$ cat config.mk
export PLATFORM = sky130hd
export DESIGN_NAME = strat_sched
export DESIGN_NICKNAME = d
export VERILOG_FILES = /design/src/rtl/strat_sched.sv
export SDC_FILE = /design/constraint.sdc
export NUM_CORES = 1
export LEC_CHECK = 0
export CAP_MARGIN = 40
export CORE_MARGIN = 2
export CORE_UTILIZATION = 53
export CTS_BUF_LIST = sky130_fd_sc_hd__clkbuf_4 sky130_fd_sc_hd__clkbuf_8
export CTS_CLUSTER_DIAMETER = 150
export DETAILED_ROUTE_END_ITERATION = 8
export PLACE_DENSITY_LB_ADDON = 0.3
export SETUP_SLACK_MARGIN = 0.3
export SYNTH_ARGS = -nofsm -noshare
export SYNTH_HDL_FRONTEND = slang
export SYNTH_SLANG_ARGS = --single-unit
$ cat constraint.sdc
create_clock -name clk -period 5.9 [get_ports clk]
set_clock_uncertainty 0.1 [all_clocks]
set_input_delay 1.18 -clock clk [delete_from_list [all_inputs] [get_ports clk]]
set_output_delay 1.18 -clock clk [all_outputs]
set_load 0.05 [all_outputs]
$ cat src/rtl/strat_sched.sv
// strat_sched: per-symbol one-entry update slots, round-robin issue to a
// shared decide unit, symbol-tagged result reporting and per-symbol cooldown.
module strat_sched #(
  parameter int W        = 32,
  parameter int N        = 4,
  parameter int LAT      = 1,
  parameter int COOLDOWN = 8,
  localparam int IW      = (N > 1) ? $clog2(N) : 1
) (
  input  logic             clk,
  input  logic             rst_n,
  input  logic             enable,
  input  logic [N-1:0]     req_valid,
  input  logic [N*W-1:0]   req_bid,
  input  logic [N*W-1:0]   req_ask,
  input  logic [N*W-1:0]   req_fair,
  output logic [W-1:0]     dec_bid_px0,
  output logic [W-1:0]     dec_ask_px0,
  output logic [W-1:0]     dec_fair_px,
  output logic             dec_in_valid,
  input  logic             dec_buy,
  input  logic             dec_sell,
  input  logic             dec_out_valid,
  output logic             sig_valid,
  output logic             sig_buy,
  output logic             sig_sell,
  output logic [IW-1:0]    sig_id,
  output logic             busy,
  output logic [15:0]      drop_cnt
);

  typedef enum logic [1:0] {S_IDLE, S_RUN, S_DRAIN} state_t;

  state_t          r_state, w_state_nxt;

  logic [W-1:0]    r_bid  [N];
  logic [W-1:0]    r_ask  [N];
  logic [W-1:0]    r_fair [N];
  logic [N-1:0]    r_pend;
  logic [7:0]      r_cool [N];
  logic [IW-1:0]   r_rr_ptr;

  logic [W-1:0]    r_dec_bid, r_dec_ask, r_dec_fair;
  logic            r_dec_in_valid;
  logic [IW-1:0]   r_issue_id;

  logic [LAT-1:0]  r_tag_v;
  logic [IW-1:0]   r_tag_id [LAT];

  logic            r_sig_valid, r_sig_buy, r_sig_sell;
  logic [IW-1:0]   r_sig_id;
  logic [15:0]     r_drop_cnt;

  logic [N-1:0]    w_elig, w_gnt_oh, w_drop;
  logic            w_gnt_v;
  logic [IW-1:0]   w_gnt_id, w_idx;
  logic [4:0]      w_drop_num;
  logic [16:0]     w_drop_sum;
  logic            w_inflight, w_tag_out_v, w_res, w_trade;
  logic [IW-1:0]   w_tag_out_id;

  assign w_tag_out_v  = r_tag_v[LAT-1];
  assign w_tag_out_id = r_tag_id[LAT-1];
  // A result only counts when a live tag backs it; stale returns after reset are dropped.
  assign w_res        = dec_out_valid & w_tag_out_v;
  assign w_trade      = w_res & (dec_buy | dec_sell);
  assign w_inflight   = r_dec_in_valid | (|r_tag_v);

  // Eligibility and round-robin search upward from the pointer (N is a power of two, so IW-bit add wraps).
  always_comb begin
    w_gnt_v  = 1'b0;
    w_gnt_id = '0;
    w_idx    = '0;
    for (int unsigned i = 0; i < N; i++) begin
      w_elig[i] = r_pend[i] && (r_cool[i] == 8'd0) && (r_state == S_RUN);
    end
    for (int unsigned k = 0; k < N; k++) begin
      w_idx = r_rr_ptr + IW'(k);
      if (!w_gnt_v && w_elig[w_idx]) begin
        w_gnt_v  = 1'b1;
        w_gnt_id = w_idx;
      end
    end
    w_gnt_oh = '0;
    if (w_gnt_v) w_gnt_oh[w_gnt_id] = 1'b1;
  end

  // Overwrite detection; an update coinciding with its own grant is not a drop.
  always_comb begin
    w_drop_num = '0;
    for (int unsigned i = 0; i < N; i++) begin
      w_drop[i]  = req_valid[i] & r_pend[i] & ~w_gnt_oh[i];
      w_drop_num = w_drop_num + {4'd0, w_drop[i]};
    end
    w_drop_sum = {1'b0, r_drop_cnt} + {12'd0, w_drop_num};
  end

  // Slot storage, pending bits and cooldown counters.
  always_ff @(posedge clk) begin
    if (!rst_n) begin
      r_pend <= '0;
      for (int unsigned i = 0; i < N; i++) begin
        r_bid[i]  <= '0;
        r_ask[i]  <= '0;
        r_fair[i] <= '0;
        r_cool[i] <= '0;
      end
    end else begin
      for (int unsigned i = 0; i < N; i++) begin
        if (req_valid[i]) begin
          r_bid[i]  <= req_bid[i*W +: W];
          r_ask[i]  <= req_ask[i*W +: W];
          r_fair[i] <= req_fair[i*W +: W];
        end
        r_pend[i] <= req_valid[i] | (r_pend[i] & ~w_gnt_oh[i]);
        if (w_trade && (w_tag_out_id == IW'(i)))
          r_cool[i] <= 8'(COOLDOWN);
        else if (r_cool[i] != 8'd0)
          r_cool[i] <= r_cool[i] - 8'd1;
      end
    end
  end

  // Issue register towards the decide unit and round-robin pointer update.
  always_ff @(posedge clk) begin
    if (!rst_n) begin
      r_dec_in_valid <= 1'b0;
      r_dec_bid      <= '0;
      r_dec_ask      <= '0;
      r_dec_fair     <= '0;
      r_issue_id     <= '0;
      r_rr_ptr       <= '0;
    end else begin
      r_dec_in_valid <= w_gnt_v;
      if (w_gnt_v) begin
        r_dec_bid  <= r_bid[w_gnt_id];
        r_dec_ask  <= r_ask[w_gnt_id];
        r_dec_fair <= r_fair[w_gnt_id];
        r_issue_id <= w_gnt_id;
        r_rr_ptr   <= w_gnt_id + 1'b1;
      end
    end
  end

  // Tag pipeline: stage LAT-1 lines up with dec_out_valid for the matching issue.
  always_ff @(posedge clk) begin
    if (!rst_n) begin
      r_tag_v <= '0;
      for (int unsigned s = 0; s < LAT; s++) r_tag_id[s] <= '0;
    end else begin
      r_tag_v[0]  <= r_dec_in_valid;
      r_tag_id[0] <= r_issue_id;
      for (int unsigned s = 1; s < LAT; s++) begin
        r_tag_v[s]  <= r_tag_v[s-1];
        r_tag_id[s] <= r_tag_id[s-1];
      end
    end
  end

  // Registered, symbol-tagged result.
  always_ff @(posedge clk) begin
    if (!rst_n) begin
      r_sig_valid <= 1'b0;
      r_sig_buy   <= 1'b0;
      r_sig_sell  <= 1'b0;
      r_sig_id    <= '0;
    end else begin
      r_sig_valid <= w_res;
      r_sig_buy   <= w_res & dec_buy;
      r_sig_sell  <= w_res & dec_sell;
      if (w_res) r_sig_id <= w_tag_out_id;
    end
  end

  // Saturating overwrite counter.
  always_ff @(posedge clk) begin
    if (!rst_n)             r_drop_cnt <= '0;
    else if (w_drop_sum[16]) r_drop_cnt <= 16'hFFFF;
    else                    r_drop_cnt <= w_drop_sum[15:0];
  end

  // FSM state register.
  always_ff @(posedge clk) begin
    if (!rst_n) r_state <= S_IDLE;
    else        r_state <= w_state_nxt;
  end

  // FSM next state.
  always_comb begin
    w_state_nxt = r_state;
    case (r_state)
      S_IDLE:  if (enable) w_state_nxt = S_RUN;
      S_RUN:   if (!enable) w_state_nxt = w_inflight ? S_DRAIN : S_IDLE;
      S_DRAIN: begin
        if (enable)           w_state_nxt = S_RUN;
        else if (!w_inflight) w_state_nxt = S_IDLE;
      end
      default: w_state_nxt = S_IDLE;
    endcase
  end

  assign dec_bid_px0  = r_dec_bid;
  assign dec_ask_px0  = r_dec_ask;
  assign dec_fair_px  = r_dec_fair;
  assign dec_in_valid = r_dec_in_valid;
  assign sig_valid    = r_sig_valid;
  assign sig_buy      = r_sig_buy;
  assign sig_sell     = r_sig_sell;
  assign sig_id       = r_sig_id;
  assign busy         = (r_state != S_IDLE);
  assign drop_cnt     = r_drop_cnt;

endmodule

# == Word level (Yosys, flattened, before mapping) ==
# Memory sizes are Yosys's and may differ from the RTL's. A register that Yosys moved wholly into a read port is not among the register bits.
# Index checks and enable logic that the tools add are counted.
# classes
addsub,12
n_mul,0
div_mod_pow,0
n_lt_le_gt_ge,6
eq_ne,8
shifts,0
muxes,90
bitwise_logic,46
reduce_logical,35
# ops
operator,count
2-to-1 mux 32 bit,12
2-to-1 mux 8 bit,8
2-to-1 mux 1 bit,52
logical NOT 8 bit,4
nonzero test 8 bit,4
subtractor 8 x 1 -> 8 bit (second input constant),4
bitwise OR 1 bit,26
2-to-1 mux 2 bit,10
adder 16 x 4 -> 17 bit,1
bitwise AND 1 bit,16
logical AND 1 bit,16
2-to-1 mux 16 bit,1
< comparator 2 x 3 -> 1 bit (second input constant),5
binary-select mux 1 bit (select 2 bit),4
== test 2 bit (second input constant),3
logical NOT 1 bit,6
case mux 2 bit (3 select lines),1
adder 2 x 1 -> 2 bit (second input constant),2
adder 2 bit (second input constant),2
adder 3 x 1 -> 4 bit,1
== test 2 x 1 -> 1 bit (second input constant),2
logical NOT 2 bit,2
2-to-1 mux 4 bit,1
!= test 2 bit (second input constant),2
9 further kinds,12
# totals
ff_bits,33
latch_bits,0
ram_bits,418
romBits,0
inputBits,394
out_inout_bits,119
word_cells,213
mem_count,5
# mem_list
memory,depth,width,rd,rd_clocked_by_memory_dff,write_ports,line,text
r_ask,4,32,1,1,4,37,logic [W-1:0] r_ask [N];
r_bid,4,32,1,1,4,36,logic [W-1:0] r_bid [N];
r_fair,4,32,1,1,4,38,logic [W-1:0] r_fair [N];
r_cool,4,8,4,0,4,40,logic [7:0] r_cool [N];
r_tag_id,1,2,1,0,1,48,logic [IW-1:0] r_tag_id [LAT];

# == Depth between registers and ports, before layout ==
# Gate-level depths: netlist of the first run.
# An unclocked memory read counts as a cell.
# logic_depth
ltp_word,28
depth_mapped,23
depth_no_buf,21

# == Least setup slack after synthesis of the first run ==
# OpenSTA, ideal clock, no wires.
# synth_timing
kind,register to register
start,memory r_cool[1][0]
end,"register r_drop_cnt[10], in the netlist drop_cnt[10]"
setup_ns,0.133
arrival_ns,4.644
t_required_ns,5.667
path_slack_ns,1.023
stages_incl_launch_ff,22
n_path_buf,5
period_less_slack_ns,4.877
cell_sequence,edfxtp_1 -> inv_1 -> ha_1 -> nor3b_1 -> nand4_1 -> buf_2 -> a21oi_1 -> a22oi_1 -> buf_2 -> buf_6 -> buf_4 -> a31oi_1 -> nand2_1 -> fa_1 -> inv_1 -> fa_1 -> fa_1 -> and3_1 -> nand4_1 -> or3_1 -> clkbuf_1 -> a21oi_1
# synth_lines
item,line,text
"start, declared",40,
"end signal, assigned",179,else r_drop_cnt <= w_drop_sum[15:0];
"end, declared",52,logic [15:0] r_drop_cnt;

==> summary.md, run 1 <==
| Metric | Value |
|---|---|
| Port buffer count | roughly 510 |
| Buffer type at the clock tree root | clkbuf_8 |
| Detail-routed via count per cell | 6.15 |
| Total power | 10.2 mW |
| Final Critical Period | 5190 ps |
| Synthesized net count | 2404 |
| Number of placed instances, taps included | 2943 |
| Max-slew violation count | 0 |
| Remaining antenna violation count | 0 |
| Yosys warning count | 0 |
| Required time of the critical path | 6310 ps |
| Initial antenna violation count | 26 |
| Async S/R FF share, synth | 0 |
| Proportion of layout cells with a drive suffix above 1 | 0.0827 |
| Footprint of the multi-input gates | just under 8000 um2 |
| Clock buffer depth | 3 |
| Crit start category | flip-flop |
| Count of TritonRoute iterations in the first routing pass | 6 |
| Combined flip-flop and latch cell area | roughly 15000 um2 |
| Final RePlAce weighted congestion | 0.887 |
| Die extent in y | 218 um |
| CTS H-tree depth | 3 |
| Transition time at the pin with the least slew margin | 924 ps |
| Fill cell count | 3183 |
| Via Count | between 15000 and 20000 |
| TritonCTS Sinks | 547 |
| Clock tree from TritonCTS | done |
| Relative slew slack | 0.384 |
| Pin count of the biggest net entering global routing | 130 |
| # setup viols final | 0 |
| Sum Neg Setup Slack | 0 ps |
| Fin crit share | 0.879 |
| Post-route DRC violation count | 0 |
| Power density normalized to cell area | around 320 nW/um2 |
| Post-Syn Instances | 1995 |
| Global-route usage over all layers | 0.321 |
| Horizontal die dimension | 218 um |
| Worst setup EP type | flip-flop |
| Cell area reported after detailed placement | between 20000 and 30000 um2 |
| Via count of the first global-routing pass | a little under 20000 |
| Clock buffers created by TritonCTS | 87 |
| Critical Setup Path Class | reg -> reg |
| Count of non-filler cells in the finished layout | 3121 |
| Highest Clock Rate | a little under 0.2 GHz |
| Starting density of the core | 0.536 |
| Routed wire per std cell | 24.8 um |
| Primary flip-flop cell chosen by synthesis mapping | edfxtp_1 |
| Static power due to leakage | between 10 and 15 nW |
| Outcome | complete, no violations |
| Total Die Area | 47400 um2 |
| Share of the yosys chip area belonging to registers | 0.625 |
| Critical Path AT | between 5000 and 6000 ps |
| Hold buffers post-CTS | 0 |
| WHS | around 360 ps |
| Global-route wire length before repair | around 110000 um |
| Total Wirelength | a little under 80000 um |
| Number of enable flip-flop cells after synthesis | around 420 |
| Gates resized, CTS repair | 0 |
| Total congestion overflow after global routing | 0 |
| Average cell area after synthesis | 12.1 um2 |
| Worst skew pair latency | 670 ps |
| Number of nets in the layout | between 2000 and 3000 |
| Ports | 513 |
| Number of DRC markers after the initial detailed-route iteration | 1951 |
| Unique cell type count in the Yosys netlist | 52 |
| Setup slack of the most critical reg-to-reg path | around 710 ps |
| Total core area | between 40000 and 50000 um2 |
| Cell area after layout | between 30000 and 40000 um2 |
| Detailed placement HPWL | 48400 um |
| Post-synthesis register bit count | 547 |
| Highest net fanout along the worst path | 13 |
| CTS clock-pin slew for the worst setup and hold paths | 60 ps |
| Site row count | 78 |
| Setup repair bufs after CTS | 0 |
| Number of max-cap violations | 0 |
| Classification of the worst-slack hold path | reg -> reg |
| Setup repair after global routing missed its margin | no |
| Peak ir drop on the vdd network | 0.000196 V |
| Area Overhead vs Synth | 30.5% |
| Synthesized area | 24200 um2 |
| Final Hold Vio Count | 0 |
==> flip-flops by register name (all words and copies together), names as in the netlist, 4 cells and up <==
signal       cells
r_ask          128
r_bid          128
r_fair         128
dec_ask_px0     32
dec_bid_px0     32
dec_fair_px     32
r_cool          32
drop_cnt        16
r_pend           4
==> logic make-up (layout without fill, tap and decap cells) <==
| kind of cell | after synthesis | after routing | share of synthesized area |
|---|---|---|---|
| AND/OR/NAND/NOR | 637 | 637 | 0.153 |
| flip-flops | 547 | 547 | 0.625 |
| AO/OA/AOI/OAI | 343 | 343 | 0.107 |
| buffers and inverters | 320 | 828 | 0.0535 |
| multiplexers | 98 | 98 | 0.0405 |
| XOR/XNOR | 35 | 35 | 0.0127 |
| adder cells (fa/ha/maj) | 15 | 15 | 0.00869 |
| other | 0 | 18 | 0 |
==> layout by cell type (no fill, tap or decap), types with 18 or more instances in the layout <==
cell type and instances:
clkbuf_4 22, mux2i_1 98, nor2_1 54, nor3_1 59, o221ai_1 47, clkbuf_8 95
edfxtp_1 416, nand2_1 26, and3_1 388, a211oi_1 100, a221oi_1 97, clkinv_1 22
o21ai_0 52, clkdlybuf4s50_1 507, dfxtp_1 131, a21oi_1 22, diode_2 18, xor2_1 20
nand3_1 54, inv_1 116, buf_4 34
==> where the power goes <==
group	total [mW]	internal [mW]	switching, mW
clock	3.29	1.76	1.53
sequential	4.82	4.60	0.218
combinational	2.09	0.842	1.25
total	10.2	7.20	3.00
==> critical path, stage by stage, from the launching register on <==
cell,delay [ps]
edfxtp_1,410
inv_1,110
ha_1,150
nor3b_1,340
nand4_1,390
a32oi_1,320
o311a_1,260
inv_1,60
ha_1,170
a21boi_0,240
nand2_1,110
fa_1,510
inv_1,60
fa_1,450
fa_1,420
and3_1,190
nand4_1,200
or3_1,420
a21oi_1,140
==> path summary, 6_finish.rpt <==
kind                               startpoint              to  cells after the start
worst max-delay path             r_cool[3][0]    drop_cnt[13]                     18
worst min-delay path            r_issue_id[1]  r_tag_id[0][1]                      1
worst max register to register   r_cool[3][0]    drop_cnt[13]                     18
worst min register to register  r_issue_id[1]  r_tag_id[0][1]                      1
==> layout make-up <==
| cell class | count | area share |
|---|---|---|
| Inverter | 116 | 0.0138 |
| Clock inverter | 43 | 0.00868 |
| Timing Repair Buffer | 552 | 0.177 |
| Tap cell | 600 | 0.0238 |
| Clock buffer | 117 | 0.0466 |
| Antenna cell | 18 | 0.00143 |
| Multi-Input combinational cell | 1128 | 0.250 |
| Sequential cell | 547 | 0.479 |
==> cells in the mapped netlist, drive strengths merged, types with 13 or more instances <==
cell type,number,share of area
o221ai,47,0.017
dfxtp,131,0.11
a21oi,24,0.0051
xnor2,15,0.0054
xor2,20,0.0072
buf,40,0.010
clkbuf,164,0.025
a211oi,100,0.031
o21ai,52,0.011
nand2,26,0.0040
edfxtp,416,0.52
mux2i,98,0.041
nand3,55,0.011
nand4,13,0.0034
and2,13,0.0034
inv,116,0.018
and3,388,0.10
nor3,59,0.012
a221oi,97,0.035
nor2,55,0.0086
==> per-stage QoR <==
| stage | utilization | setup WS [ps] |
|---|---|---|
| global placement | 0.655 | 924 |
| detailed placement | 0.659 | 691 |
| CTS | 0.698 | 627 |
| finish | 0.699 | 711 |
| floorplan | - | 1020 |
| global route | 0.699 | 340 |
==> per-layer routing <==
layer | wire length, um | GRT usage | vias up
met5 | 115 | 0 | -
met3 | 6710 | 0.0706 | 210
met4 | 3630 | 0.166 | 16
li1 | - | - | 8481
met2 | 37600 | 0.529 | 1116
met1 | 29300 | 0.398 | 9359
(Power assumes the default switching activity.)
==> run 2, diff against run 1 <==
CTS_CLUSTER_SIZE = 24   (was default)
==> run 2 against run 1 <==
Effect of this change:
- routed wire length decreased by 2.6%
- count of clock-buffer cells in the layout decreased by 70
- sequential cell count unchanged
- final area decreased by 3.8%
- combinational power about the same
- via count decreased by 2.4%
- sequential share of layout area increased by 1.9 points
- critical path type unchanged
- critical endpoint is now drop_cnt[2]
==> summary.md, run 2 (same netlist as run 1, synthesis figures left out) <==
| Metric | Value |
|---|---|
| Routed wire per std cell | 25.0 um (+0.94%) |
| Ports | 513 (unchanged) |
| Number of max-cap violations | 0 (unchanged) |
| Number of nets in the layout | 2780 (-2.1%) |
| Share of power burned in registers | 0.560 (+0.088) |
| Final Hold Vio Count | 0 (unchanged) |
| Transition time at the pin with the least slew margin | 918 ps (-6.10 ps) |
| Slowest-stage cell, CP | fa_1 |
| Net switching fraction of the power | 0.302 (+0.00766) |
| TritonCTS Sinks | 547 (unchanged) |
| Post-route DRC violation count | 0 (unchanged) |
| Total Die Area | 47400 um2 (unchanged) |
| Pin count of the biggest net entering global routing | 130 (unchanged) |
| CTS H-tree depth | 1 (-2) |
| Share of power burned in the clock network | 0.197 (-0.126) |
| NetSw | 2.59 mW (-14%) |
| Worst path max stage delay | 500 ps (about the same) |
| Setup slack of the most critical reg-to-reg path | 700 ps (about the same) |
| Highest Clock Rate | 0.192 GHz (-0.23%) |
| Critical Path AT | 5640 ps (+50 ps) |
| Crit start category | flip-flop |
| Most frequent cells in the layout | clkdlybuf4s50_1, edfxtp_1, and3_1, dfxtp_1, inv_1 |
| CTS clock-pin slew for the worst setup and hold paths | 150 ps (+90 ps) |
| Sum Neg Setup Slack | 0 ps (unchanged) |
| Area Overhead vs Synth | 25.5% |
| Worst skew pair latency | 660 ps (about the same) |
| Internal power summed over all cells | 5.99 mW (-17%) |
| Via Count | 18700 (-2.4%) |
| Proportion of layout cells with a drive suffix above 1 | 0.0489 (-0.0338) |
| # setup viols final | 0 (unchanged) |
| Most common cell after layout, fill and taps aside | clkdlybuf4s50_1 |
| Total congestion overflow after global routing | 0 (unchanged) |
| Clock buffer depth | 3 (unchanged) |
| Highest net fanout along the worst path | 13 (unchanged) |
| Util after Layout | 0.672 (-0.0269) |
| Outcome | complete, no violations |
| Port buffer count | 512 (unchanged) |
| Proportion of power drawn by combinational gates | 0.243 (+0.038) |
| Total Wirelength | 75400 um (-2.6%) |
| Fin crit share | 0.881 (+0.00204) |
| Site row count | 78 (unchanged) |
| Count of non-filler cells in the finished layout | 3011 (-3.5%) |
| Worst setup EP type | flip-flop |
| Detailed placement HPWL | 48400 um (unchanged) |
| Peak ir drop on the vdd network | 0.000202 V (+3.4%) |
| Power density normalized to cell area | 283 nW/um2 (-12%) |
| Buffer type at the clock tree root | clkbuf_8 |
| Die extent in y | 218 um (unchanged) |
| Initial antenna violation count | 25 (-3.8%) |
| Required time of the critical path | 6330 ps (+20 ps) |
| Gates resized, CTS repair | 0 (unchanged) |
| Max-slew violation count | 0 (unchanged) |
| Setup repair bufs after CTS | 0 (unchanged) |
| Horizontal die dimension | 218 um (unchanged) |
| Global-route wire length before repair | 112000 um (-2.8%) |
| Classification of the worst-slack hold path | reg -> reg |
| Clock tree from TritonCTS | done |
| Via count of the first global-routing pass | 18600 (-3.3%) |
| Relative slew slack | 0.388 (+0.00406) |
| Number of placed instances, taps included | 2943 (unchanged) |
| Static power due to leakage | 12.8 nW (-4.7%) |
| Total core area | 45200 um2 (unchanged) |
| Detail-routed via count per cell | 6.22 (+1.2%) |
| Critical Setup Path Class | reg -> reg |
| Final RePlAce weighted congestion | 0.887 (unchanged) |
| Setup repair after global routing missed its margin | no |
| Number of DRC markers after the initial detailed-route iteration | 1858 (-4.8%) |
| Hold buffers post-CTS | 0 (unchanged) |
| Total power | 8.59 mW (-16%) |
| Starting density of the core | 0.536 (unchanged) |
| Global-route usage over all layers | 0.309 (-0.0123) |
| Clock buffers created by TritonCTS | 26 (-70%) |
| Largest registers | r_ask (128), r_bid (128), r_fair (128) |
| Count of TritonRoute iterations in the first routing pass | 5 (-1) |
| Final Critical Period | 5200 ps (+12.0 ps) |
| Cell Chain, Critical Path | inv_1 -> ha_1 -> nor3b_1 -> nand4_1 -> a32oi_1 -> o311a_1 -> inv_1 -> ha_1 -> a21boi_0 -> nand2_1 -> fa_1 -> inv_1 -> fa_1 -> fa_1 -> and3_1 -> nand4_1 -> or3_1 -> a21oi_1 |
| Remaining antenna violation count | 0 (unchanged) |
-- run 2: changes by cell type in the layout (fill, tap and decap cells not counted), moves of 2 or more --
cell and change:
bufinv_16 -3, diode_2 +2, clkbuf_4 -2, clkinv_2 -15, clkinvlp_4 -2, clkinv_1 -22
clkbuf_8 -68
-- run 2: power by group through the flow --
stage | Combinational [mW] | Clock (mW) | Sequential, mW
after floorplan | 0.968 | 0 | 5.14
after global placement | 1.99 | 0 | 4.87
after detailed placement | 2.06 | 0 | 4.89
after CTS | 2.07 | 1.72 | 4.80
after global routing | 2.23 | 1.84 | 4.85
final | 2.09 | 1.69 | 4.81
-- run 2: per-layer routing --
metal	track usage	up-vias	part of all wire
li1	-	8318	-
met1	0.391	9145	0.38
met2	0.517	1050	0.49
met3	0.0575	199	0.086
met4	0.139	16	0.043
met5	0	-	0.0015
-- run 2: worst paths after layout --
kind | cells past startpoint | from | end
worst min-delay path | 1 | r_issue_id[1] | r_tag_id[0][1]
worst min register to register | 1 | r_issue_id[1] | r_tag_id[0][1]
worst max register to register | 18 | r_cool[3][0] | drop_cnt[2]
worst max-delay path | 18 | r_cool[3][0] | drop_cnt[2]
-- run 2: area by class of cell --
class | count | area (um2)
multi-input cells | 1128 | 7900
well taps | 600 | 751
clock buffers | 47 | 522
flip-flops and latches | 547 | 15100
clock inverters | 1 | 6.26
repair buffers | 552 | 5580
inverters | 116 | 435
fillers | 3343 | 14800
diodes | 20 | 50.0
-- run 2: through the flow --
stage	setup slack (ps)	cell area [um2]	hold WS (ps)
after floorplan	1020	24200	330
after global placement	924	29600	339
after detailed placement	691	29800	345
after CTS	649	30300	380
after global routing	361	30300	408
final	699	30400	379
-- run 2: critical path: cells and delay by family, from the launching register on --
family,cells,cell delay [ps]
compound gates,4,990
fa+ha+maj,5,1690
buf+inv,3,220
flops,1,460
simple gates,6,1610
==> run 3, diff against run 2 <==
clock period = 5.4 ns   (was 5.9 ns; I/O delays follow)
==> run 3 against run 2 <==
Effect of this change:
- hold slack better by 0.67 ps
- power is 9.1% higher
- sequential share of layout area is 0.058 points higher
- non-clock buffer count is 1 lower
- global-route usage is 0.21 points higher
- first-iteration DRC count is 7.0% higher
- critical path type unchanged
- largest cell class unchanged
==> summary.md, run 3 (same netlist as run 1, synthesis figures left out) <==
| Metric | Value |
|---|---|
| Outcome | complete, no violations |
| Total Wirelength | 76000 um (+0.84%) |
| Share of power burned in the clock network | 0.196 (about the same) |
| Total power | 9.37 mW (+9.1%) |
| Total Die Area | 47400 um2 (unchanged) |
| Clock buffer depth | 3 (unchanged) |
| Transition time at the pin with the least slew margin | 1300 ps (+379 ps) |
| Starting density of the core | 0.536 (unchanged) |
| Power density normalized to cell area | 309 nW/um2 (+9.3%) |
| Met1 global-route usage | 0.394 (+0.00313) |
| Remaining antenna violation count | 0 (unchanged) |
| Site row count | 78 (unchanged) |
| Total core area | 45200 um2 (unchanged) |
| Clock tree from TritonCTS | done |
| Final Hold Vio Count | 0 (unchanged) |
| Fin crit share | 0.888 (+0.00635) |
| CTS clock-pin slew for the worst setup and hold paths | 150 ps (about the same) |
| Total congestion overflow after global routing | 0 (unchanged) |
| Critical Path AT | 5230 ps (-410 ps) |
| NetSw | 2.83 mW (+9.2%) |
| Critical Setup Path Class | reg -> reg |
| Worst setup EP type | flip-flop |
| Peak ir drop on the vdd network | 0.000192 V (-5.2%) |
| Buffer type at the clock tree root | clkbuf_8 |
| Global-route wire length before repair | 112000 um (+0.33%) |
| Family with the most delay on the worst path | adder cells |
| Worst path max stage delay | 480 ps (-20 ps) |
| Slowest-stage cell, CP | fa_1 |
| Final RePlAce weighted congestion | 0.875 (-1.3%) |
| Horizontal die dimension | 218 um (unchanged) |
| Most frequent cells in the layout | clkdlybuf4s50_1, edfxtp_1, and3_1, dfxtp_1, inv_1 |
| Post-route DRC violation count | 0 (unchanged) |
| Worst skew pair latency | 670 ps (about the same) |
| Internal power summed over all cells | 6.54 mW (+9.1%) |
| TritonCTS Sinks | 547 (unchanged) |
| Required time of the critical path | 5840 ps (-490 ps) |
| Routed wire per std cell | 25.2 um (+0.81%) |
| Most common cell after layout, fill and taps aside | clkdlybuf4s50_1 |
| Highest Clock Rate | 0.209 GHz (+8.5%) |
| Setup repair after global routing missed its margin | no |
| CTS H-tree depth | 1 (unchanged) |
| Detailed placement HPWL | 48700 um (+0.71%) |
| Relative slew slack | 0.136 (-0.252) |
| Pin count of the biggest net entering global routing | 276 (+110%) |
| Crit start category | flip-flop |
| Number of nets in the layout | 2779 (-0.036%) |
| Classification of the worst-slack hold path | reg -> reg |
| Detail-routed via count per cell | 6.25 (+0.47%) |
| Share of power burned in registers | 0.560 (about the same) |
| Number of max-cap violations | 0 (unchanged) |
| Clock buffers created by TritonCTS | 26 (unchanged) |
| Largest registers | r_ask (128), r_bid (128), r_fair (128) |
| Max-slew violation count | 0 (unchanged) |
| Net switching fraction of the power | 0.302 (about the same) |
| Global-route usage over all layers | 0.311 (+0.00213) |
| Count of TritonRoute iterations in the first routing pass | 5 (unchanged) |
| Most utilized layer in the global route result | met2 |
| Number of DRC markers after the initial detailed-route iteration | 1988 (+7.0%) |
| Proportion of layout cells with a drive suffix above 1 | 0.0506 (+0.00169) |
| Via Count | 18800 (+0.51%) |
| GR Layer Usage met2 | 0.520 (+0.00308) |
| Util after Layout | 0.671 (-0.000776) |
| # setup viols final | 0 (unchanged) |
| Initial antenna violation count | 23 (-8.0%) |
| Sum Neg Setup Slack | 0 ps (unchanged) |
| Final Critical Period | 4790 ps (-406 ps) |
| Met3 Track Usage GR | 0.0517 (-0.00572) |
| Proportion of power drawn by combinational gates | 0.244 (about the same) |
| Via count of the first global-routing pass | 18700 (+0.48%) |
| Static power due to leakage | 12.8 nW (-0.19%) |
| Cell Chain, Critical Path | inv_1 -> ha_1 -> nor3b_2 -> nand4_1 -> a21oi_1 -> o21bai_1 -> inv_1 -> ha_1 -> a21boi_1 -> nand2_1 -> fa_1 -> inv_1 -> fa_1 -> fa_1 -> and3_1 -> nand4_1 -> nor2_1 -> o21ai_0 -> nor2_1 |
| Area Overhead vs Synth | 25.3% |
| Port buffer count | 512 (unchanged) |
| Highest net fanout along the worst path | 5 (-8) |
| Die extent in y | 218 um (unchanged) |
| Count of buffering cells on the critical path with inverters included | 3 (unchanged) |
| Ports | 513 (unchanged) |
[run 3: worst register-to-register path: cells and delay by family (launching register included)]
| kind | cells | cell delay, ps |
|---|---|---|
| fa+ha+maj | 5 | 1730 |
| simple gates | 7 | 1140 |
| compound gates | 4 | 990 |
| flops | 1 | 430 |
| buf+inv | 3 | 270 |
[run 3: what timing repair did]
item,in CTS,in global routing
endpoints found under the setup margin,13,16
resized for setup,1,7
pin swaps,0,1
hold endpoints to repair,0,0
buffers inserted,0,1
hold buffers,0,0
[run 3: cell type report]
class	instances	area [um2]
clock buffer	46	508
antenna	22	55.1
tap	600	751
inverter	116	435
fill	3295	14900
sequential	547	15100
clock inverter	2	16.3
multi-input combinational	1128	7930
timing repair buffer	551	5520
[run 3: per-layer routing]
layer | vias to the layer above | share of wire | wire, um
li1 | 8315 | - | -
met1 | 9250 | 0.37 | 28400
met2 | 1062 | 0.49 | 37500
met3 | 188 | 0.083 | 6330
met4 | 8 | 0.049 | 3710
met5 | - | 0.00075 | 57
[run 3: power by group through the flow]
stage,clock network [mW],logic (mW),registers (mW)
2_1_floorplan,0,1.06,5.61
3_3_place_gp,0,2.18,5.32
3_5_place_dp,0,2.25,5.34
4_1_cts,1.85,2.27,5.24
5_1_grt,1.99,2.45,5.30
6_report,1.84,2.28,5.25
[run 3: per-stage QoR]
step	setup slack (ps)	hold WS, ps	area (um2)	std cells
final	606	380	30300	3012
after global routing	313	396	30300	3008
after CTS	423	380	30200	2989
after detailed placement	308	346	29700	2941
after global placement	484	341	29600	2938
after floorplan	523	330	24200	1995
[run 3: final timing paths]
check	start	endpoint	slack (ps)	cells after the start
min reg2reg	r_issue_id[1]	r_tag_id[0][1]	380	1
min	r_issue_id[1]	r_tag_id[0][1]	380	1
max	r_cool[0][0]	drop_cnt[12]	610	19
max reg2reg	r_cool[0][0]	drop_cnt[12]	610	19
